File: src/rtl/mem_arbiter.sv
// Two-master arbiter for a single-port synchronous RAM with fixed wait states.
// Optional build macro MEM_ARB_FIXED_PRIO_EN: m0 always wins ties (no round-robin).
module mem_arbiter #(
    parameter int WAIT_STATES = 1,
    parameter int RAM_AW      = 10
) (
    input  logic              clk,
    input  logic              res,
    input  logic              m0_req,
    input  logic              m0_we,
    input  logic [3:0]        m0_be,
    input  logic [31:0]       m0_addr,
    input  logic [31:0]       m0_wdata,
    output logic [31:0]       m0_rdata,
    output logic              m0_ack,
    input  logic              m1_req,
    input  logic              m1_we,
    input  logic [3:0]        m1_be,
    input  logic [31:0]       m1_addr,
    input  logic [31:0]       m1_wdata,
    output logic [31:0]       m1_rdata,
    output logic              m1_ack,
    output logic              ram_we,
    output logic [3:0]        ram_be,
    output logic [RAM_AW-1:0] ram_addr,
    output logic [31:0]       ram_wdata,
    input  logic [31:0]       ram_rdata,
    output logic              busy
);

    localparam logic [1:0] S_IDLE   = 2'd0;
    localparam logic [1:0] S_ACCESS = 2'd1;
    localparam logic [1:0] S_ACK    = 2'd2;
    localparam logic [3:0] LP_WS    = 4'(WAIT_STATES);

    logic [1:0]        r_state;
    logic              r_owner;
    logic [3:0]        r_wcnt;
    logic              r_we;
    logic [3:0]        r_be;
    logic [RAM_AW-1:0] r_addr;
    logic [31:0]       r_wdata;
    logic [31:0]       r_m0_rdata;
    logic [31:0]       r_m1_rdata;
    logic              w_sel;
    logic              w_access;

    // Byte-offset and out-of-range address bits never reach the RAM.
    logic w_unused;
    assign w_unused = &{1'b0, m0_addr[31:RAM_AW+2], m0_addr[1:0],
                        m1_addr[31:RAM_AW+2], m1_addr[1:0]};

`ifdef MEM_ARB_FIXED_PRIO_EN
    assign w_sel = ~m0_req;
`else
    logic r_last;

    // On a tie the master that was not served last wins.
    assign w_sel = (m0_req & m1_req) ? ~r_last : m1_req;

    always_ff @(posedge clk or negedge res) begin
        if (!res)
            r_last <= 1'b1;
        else if (r_state == S_IDLE && (m0_req || m1_req))
            r_last <= w_sel;
    end
`endif

    always_ff @(posedge clk or negedge res) begin
        if (!res) begin
            r_state    <= S_IDLE;
            r_owner    <= 1'b0;
            r_wcnt     <= 4'd0;
            r_we       <= 1'b0;
            r_be       <= 4'd0;
            r_addr     <= '0;
            r_wdata    <= 32'd0;
            r_m0_rdata <= 32'd0;
            r_m1_rdata <= 32'd0;
        end else begin
            case (r_state)
                S_IDLE: begin
                    if (m0_req || m1_req) begin
                        r_owner <= w_sel;
                        r_we    <= w_sel ? m1_we : m0_we;
                        r_be    <= w_sel ? m1_be : m0_be;
                        r_addr  <= w_sel ? m1_addr[RAM_AW+1:2] : m0_addr[RAM_AW+1:2];
                        r_wdata <= w_sel ? m1_wdata : m0_wdata;
                        r_wcnt  <= 4'd0;
                        r_state <= S_ACCESS;
                    end
                end
                S_ACCESS: begin
                    r_wcnt <= r_wcnt + 4'd1;
                    if (r_wcnt == LP_WS) begin
                        if (!r_we) begin
                            if (r_owner) r_m1_rdata <= ram_rdata;
                            else         r_m0_rdata <= ram_rdata;
                        end
                        r_state <= S_ACK;
                    end
                end
                S_ACK:   r_state <= S_IDLE;
                default: r_state <= S_IDLE;
            endcase
        end
    end

    assign w_access  = (r_state == S_ACCESS);
    // Single write strobe in the address phase only.
    assign ram_we    = w_access & r_we & (r_wcnt == 4'd0);
    assign ram_be    = w_access ? r_be    : 4'd0;
    assign ram_addr  = w_access ? r_addr  : '0;
    assign ram_wdata = w_access ? r_wdata : 32'd0;
    assign m0_ack    = (r_state == S_ACK) & ~r_owner;
    assign m1_ack    = (r_state == S_ACK) &  r_owner;
    assign m0_rdata  = r_m0_rdata;
    assign m1_rdata  = r_m1_rdata;
    assign busy      = (r_state != S_IDLE);

endmodule

File: config.mk
export PLATFORM = sky130hd
export DESIGN_NAME = mem_arbiter
export DESIGN_NICKNAME = d
export VERILOG_FILES = /design/src/rtl/mem_arbiter.sv
export SDC_FILE = /design/constraint.sdc
export NUM_CORES = 1
export LEC_CHECK = 0
export CAP_MARGIN = 20
export CORE_AREA = 2 2 145 147
export CTS_CLUSTER_SIZE = 10
export DETAILED_ROUTE_END_ITERATION = 7
export DIE_AREA = 0 0 147 149
export SLEW_MARGIN = 30
export SYNTH_ARGS = -nofsm -noshare
export SYNTH_HDL_FRONTEND = slang
export SYNTH_SLANG_ARGS = --single-unit
File: constraint.sdc
create_clock -name clk -period 2 [get_ports clk]
set_input_delay 0.4 -clock clk [delete_from_list [all_inputs] [get_ports clk]]
set_output_delay 0.4 -clock clk [all_outputs]
set_load 0.01 [all_outputs]
==> summary.md, run 1 <==
| Metric | Value |
|---|---|
| Clock root buffer | `clkbuf_16` |
| Period utilization | `102.8%` |
| Count leader, synth | `mux2_2` |
| Unrepaired setup endpoints after global routing | `true` |
| Hold Path Class | `in2async` |
| Core Area | `0.02056 sq mm` |
| Synth top area cells | `dfrtp_1 53%, mux2_2 24%, mux2_4 10%` |
| Number of register bits inferred by synthesis | `119` |
| Global Route Usage Sum | `14.48%` |
| Post-Place Cell Area | `0.008493 sq mm` |
| CTS HTree Levels | `4` |
| LEAKAGE | `about 4.1 nW` |
| CP endpoint kind | `primary output` |
| Final WL | `roughly 15000 um` |
| Die area | `0.02190 sq mm` |
| CTS Sinks | `119` |
| Die Span Y | `149 um` |
| Inserted Diodes | `0` |
| Io pins | `288` |
| Max Root-Sink Buffers | `2` |
| Worst-path clk slew | `0.05 ns` |
| Number of synthesized flops with an enable pin | `0` |
| Routed Antenna Nets | `0` |
| Global route overflow | `0` |
| Layout cells sized above 1 | `46.77%` |
| CTS buffer count | `17` |
| P per Cell Area | `roughly 1700 mW/mm^2` |
| Slew margin rel. | `59.05%` |
| YS warnings | `0` |
| Mapped cell area | `0.005589 sq mm` |
| WP data arrival | `1.66 ns` |
| Sw Ratio | `30.56%` |
| Fin. max-slew vios | `0` |
| Vias/cell | `4.304` |
| Vias in the first global route | `4552` |
| TritonRoute pass-1 iters | `4` |
| Max Cap Viol | `0` |
| Sequential share of power | `~28%` |
| Syn_nets | `560` |
| WL/cell | `about 16 um` |
| Register area | `0.002979 sq mm` |
| First-pass GRT wire length | `24560 um` |
| Via count | `4046` |
| Final setup violation count | `18` |
| Post-synth top flop | `dfrtp_1` |
| Psw | `4.782 mW` |
| Slew @ Worst Pin | `0.6142 ns` |
| Inst Count DP | `between 800 and 900` |
| Avg Cell Area, Syn | `14.59 sq um` |
| Top Layer Used | `met4` |
| Metal-1 WL | `6212 um` |
| Top cell type's share of synthesized area | `52.83%` |
| Initial Utilization | `27.19%` |
| Metal3 WL | `around 1100 um` |
| Internal Pwr Total | `10.87 mW` |
| Number of I/O port buffers | `around 240` |
| Final WS setup | `-0.05541 ns` |
| Area of the multi-input gates | `0.002564 sq mm` |
| CP required | `~1.6 ns` |
| Pin count of the biggest net entering global routing | `43` |
| DRC viols | `0` |
| Netlist cell types | `31` |
| Final-stage net count | `829` |
| DR iter-0 viols | `97` |
| Crit-path max FO | `6` |
| F_max | `486.5 MHz` |
| Hpwl dp | `10680 um` |
| Status | `complete, but fails checks` |
| Num rows | `53` |
| Post-synth top area cell | `dfrtp_1` |
| CTS tree | `done` |
| VDD IR max | `0.0006531 V` |
| Final Instance Area | `0.009356 sq mm` |
| Initial antenna violation count | `0` |
| Failing checks | `negative setup slack` |
| Final hold viol count | `0` |
| Later-pin clock latency in the skew report | `0.41 ns` |
| Min cycle time layout | `2.055 ns` |
| Post-CTS Hold Fix Bufs | `0` |
| Sequential share of the synthesized area | `53.30%` |
| Clk pwr share | `19.8%` |
| Final Non-Filler Cells | `940` |
| Clock skew | `0.006881 ns` |
| Fillcell total | `about 1800` |
| Layout area overhead | `67.41%` |
| Class of the most critical setup path | `reg2out` |
| Die W | `147 um` |
| Cells after Synth | `around 380` |
| Synth async-reset ratio | `100.0%` |
| Wire length on met2 | `around 7800 um` |
| Startpoint Class | `flop` |
| GP Congestion | `0.7232` |
| Synth top cells by count | `120 x mux2_2, 118 x dfrtp_1, 47 x and2_1` |
| Share of power burned in combinational logic | `52.5%` |
==> placed cells by master, fill, tap and decap left out, drive strengths merged, types with 2 or more instances in the layout <==
cell type,count
dlygate4sd2,2
nand3,3
clkbuf,22
and2,47
dfrtp,118
nor2,3
inv,4
xor2,2
clkinvlp,3
nor3b,2
nand2,4
ha,3
clkinv,4
mux2,158
buf,78
clkdlybuf4s50,192
bufinv,3
o21ai,3
==> timing repair <==
action,in CTS,in global routing
endpoints found under the setup margin,50,49
resized for setup,262,19
pin swaps,8,17
setup buffers,9,1
gates cloned,4,0
==> final timing paths <==
path / cells past startpoint / slack (ns) / end / startpoint
setup reg to reg: 6 / 0.22 / m1_rdata[2] / r_wcnt[1]
max in group asynchronous: 2 / 1.32 / m0_rdata[16] / res
setup / recovery: 6 / -0.06 / ram_be[1] / r_state[1]
hold / removal: 1 / 0.004 / m0_rdata[8] / res
hold reg to reg: 1 / 0.50 / r_wdata[4] / r_wdata[4]
min in group clk: 1 / 0.50 / r_wdata[4] / r_wdata[4]
==> power by group through the flow <==
stage,clock network [mW],registers [mW],logic (mW)
final,3.10,4.34,8.21
after global routing,3.32,4.52,8.76
after CTS,3.19,4.34,8.38
after detailed placement,0,4.33,7.27
after global placement,0,4.28,7.15
after floorplan,0,4.54,3.23
==> critical path, cell delays in order, from the launching register on <==
cell	delay [ns]
dfrtp_1	0.41
nor2b_4	0.25
buf_12	0.16
buf_16	0.11
buf_12	0.09
and2_4	0.13
buf_6	0.09
==> cells by family (layout without fill, tap and decap cells) <==
group	count (synthesis)	after routing	synth area share, %
XOR/XNOR	2	2	0.3135
buffers and inverters	26	308	2.910
adder cells (fa/ha/maj)	3	3	0.6717
AND/OR/NAND/NOR	65	65	7.231
multiplexers	158	158	34.39
flip-flops	119	119	53.30
AO/OA/AOI/OAI	10	10	1.187
==> routing by layer <==
metal,vias to the layer above,GRT usage [%]
li1,1888,-
met1,1990,16.63
met2,148,25.40
met3,20,4.954
met4,0,4.856
met5,-,0
==> area by class of cell <==
| cell class | count | area share, % |
|---|---|---|
| inverters | 3 | 0.1204 |
| clock buffers | 21 | 4.814 |
| clock inverters | 11 | 1.591 |
| flip-flops and latches | 119 | 31.84 |
| repair buffers | 273 | 30.56 |
| well taps | 275 | 3.677 |
| multi-input cells | 238 | 27.40 |
==> per-stage QoR <==
stage	TNS, ns	util (%)	setup slack, ns	power [mW]	hold WS (ns)
finish	-0.3946	45.51	-0.05541	15.65	0.003804
global route	-2.759	45.51	-0.1289	16.59	0.03504
CTS	-0.5097	45.58	-0.1074	15.91	0.01560
detailed placement	-3.020	41.31	-0.1025	11.59	0.4612
global placement	-3.239	41.31	-0.1017	11.43	0.4542
floorplan	0	-	0.3743	7.772	0.1044
==> state kept, by name, indices dropped and copies added, names as in the netlist <==
signal and flops:
r_be 4, r_state 2, m1_rdata 32, r_owner 1
r_addr 10, m0_rdata 32, r_wcnt 4, r_wdata 32
r_we 1, r_last 1
No activity file was read; power rests on OpenSTA's default activity.
==> run 2, diff against run 1 <==
--- a/config.mk
+++ b/config.mk
@@ -10,6 +10,7 @@
 export CTS_CLUSTER_SIZE = 10
 export DETAILED_ROUTE_END_ITERATION = 7
 export DIE_AREA = 0 0 147 149
+export DONT_BUFFER_PORTS = 1
 export SLEW_MARGIN = 30
 export SYNTH_ARGS = -nofsm -noshare
 export SYNTH_HDL_FRONTEND = slang
==> run 2 against run 1 <==
  * The flow finishes with violations (negative hold slack)
  * Die area unchanged
  * Power decreased by 24%
  * Clock power about the same
  * Critical endpoint is now ram_wdata[3]
  * Largest power group is now sequential cells
==> summary.md, run 2 (synthesized netlist as in run 1, its figures left out) <==
| Metric | Value |
|---|---|
| Status | `complete, but fails checks` |
| Failing checks | `negative hold slack` |
| Via count | `3069` |
| Inst Count DP | `646` |
| Num rows | `53` |
| DR iter-0 viols | `between 80 and 90` |
| Clk pwr share | `25.9%` |
| Layout area overhead | `18.31%` |
| CTS buffer count | `17` |
| Hpwl dp | `8490 um` |
| CP required | `1.60 ns` |
| R2R Path Start | `r_state[0]` |
| Period utilization | `between 90% and 100%` |
| CP endpoint kind | `primary output` |
| DRC viols | `0` |
| Crit-path max FO | `23` |
| Core Area | `0.02056 sq mm` |
| Pin count of the biggest net entering global routing | `between 100 and 150` |
| CTS HTree Levels | `4` |
| Die W | `147 um` |
| Startpoint Class | `flop` |
| Sequential share of power | `40.5%` |
| Slew @ Worst Pin | `0.4545 ns` |
| Worst-path clk slew | `0.05 ns` |
| First-pass GRT wire length | `18250 um` |
| Layout cells sized above 1 | `53.09%` |
| Final Util | `32.17%` |
| Class of the most critical setup path | `reg2out` |
| Fin Setup TNS | `0 ns` |
| Initial antenna violation count | `0` |
| Final setup violation count | `0` |
| Commonest non-fill, non-tap cells in the layout | `120 x mux2_2, 117 x dfrtp_1, 45 x and2_1, 38 x mux2_4, 17 x clkbuf_16` |
| Final WL | `12040 um` |
| Final WS setup | `~0.09 ns` |
| WL/cell | `17.70 um` |
| GP Congestion | `a little over 0.7` |
| Crit path buf inv count | `2` |
| Post-Place Cell Area | `0.005928 sq mm` |
| WP data arrival | `approximately 1.5 ns` |
| Max Root-Sink Buffers | `2` |
| Worst-path cell chain | `nor2b_4 > buf_4 > buf_8 > and2_1` |
| R2R Path End | `r_wdata[20]` |
| Commonest non-fill, non-tap cell in the layout | `mux2_2` |
| Vias/cell | `4.513` |
| Global Route Usage Sum | `10.81%` |
| VDD IR max | `0.0006620 V` |
| Unrepaired setup endpoints after global routing | `true` |
| Pre-CTS setup slack | `0.1566 ns` |
| Psw | `3.885 mW` |
| Sw Ratio | `between 30% and 40%` |
| Hold slack | `-0.3066 ns` |
| Routed Antenna Nets | `0` |
| Final-stage net count | `between 500 and 600` |
| Hold Path Class | `in2async` |
| Final Instance Area | `roughly 0.0066 sq mm` |
| Initial Utilization | `27.19%` |
| Number of I/O port buffers | `0` |
| Later-pin clock latency in the skew report | `about 0.4 ns` |
| Die area | `0.02190 sq mm` |
| Fillcell total | `1993` |
| CP max-delay cell | `dfrtp_2` |
| Final Non-Filler Cells | `a little under 700` |
| Clock skew | `0.008553 ns` |
| Internal Pwr Total | `~8 mW` |
| Inserted Diodes | `0` |
| Fin. max-slew vios | `0` |
| Worst Setup SP | `r_state[1]` |
| LEAKAGE | `2.848 nW` |
| CTS tree | `done` |
| Total power | `between 10 and 15 mW` |
| Reg2reg setup slack | `0.17 ns` |
| Final hold viol count | `119` |
| Global route overflow | `0` |
| Share of power burned in combinational logic | `33.6%` |
| CTS Sinks | `119` |
| F_max | `523.4 MHz` |
| Io pins | `288` |
| P per Cell Area | `1794 mW/mm^2` |
| Vias in the first global route | `3394` |
| Max Cap Viol | `0` |
| Slew margin rel. | `69.70%` |
| Slowest stage delay, CP | `~0.45 ns` |
| Delay-heaviest family, CP | `flip-flops` |
| TritonRoute pass-1 iters | `4` |
| Clock root buffer | `clkbuf_16` |
| Register-to-Register Path Depth | `5` |
| Min cycle time layout | `1.911 ns` |
| Die Span Y | `149 um` |
-- run 2: cell count changes in the layout (fill, tap and decap cells not counted), sizes merged --
cell | before | now
buf | 78 | 15
bufinv | 3 | 2
clkbuf | 22 | 24
clkdlybuf4s50 | 192 | 0
clkinv | 4 | 2
clkinvlp | 3 | 2
dlygate4sd2 | 2 | 0
inv | 4 | 3
-- run 2: how the worst max path moves through the flow --
stage | to | slack [ns] | depth (start not counted)
floorplan | r_addr[0] | 0.37 | 5
global route | ram_we | -0.02 | 5
detailed placement | m0_rdata[15] | 0.16 | 5
finish | ram_wdata[3] | 0.09 | 4
global placement | m0_rdata[3] | 0.22 | 5
CTS | ram_we | 0.03 | 5
-- run 2: power groups by stage --
stage          clock network [mW]  logic (mW)  registers, mW
2_1_floorplan                   0        3.23           4.54
3_3_place_gp                    0        3.75           4.78
3_5_place_dp                    0        3.86           4.84
4_1_cts                      3.18        4.04           4.81
5_1_grt                      3.29        4.32           4.96
6_report                     3.07        3.99           4.80
-- run 2: cell type report --
class | instances | area [sq um] | area share [%]
inverter | 3 | 11.26 | 0.1703
clock inverter | 6 | 88.84 | 1.343
tap | 275 | 344.1 | 5.203
sequential | 119 | 2980 | 45.07
timing repair buffer | 15 | 190.2 | 2.876
multi-input combinational | 238 | 2476 | 37.45
clock buffer | 24 | 521.8 | 7.890
-- run 2: routing by layer --
layer / routed length (um) / share of wire [%] / GRT usage, % / up-vias
li1: - / - / - / 1350
met2: 6119 / 51 / 18.59 / 137
met1: 4777 / 40 / 12.19 / 1571
met5: 0 / 0 / 0 / -
met4: 140 / 1.2 / 4.038 / 0
met3: 997 / 8.3 / 4.251 / 11
-- run 2: what timing repair did --
| action | CTS | global route |
|---|---|---|
| endpoints found under the setup margin | 40 | 39 |
| hold endpoints to repair | 119 | 119 |
| setup buffers | 4 | 0 |
| resized for setup | 4 | 5 |
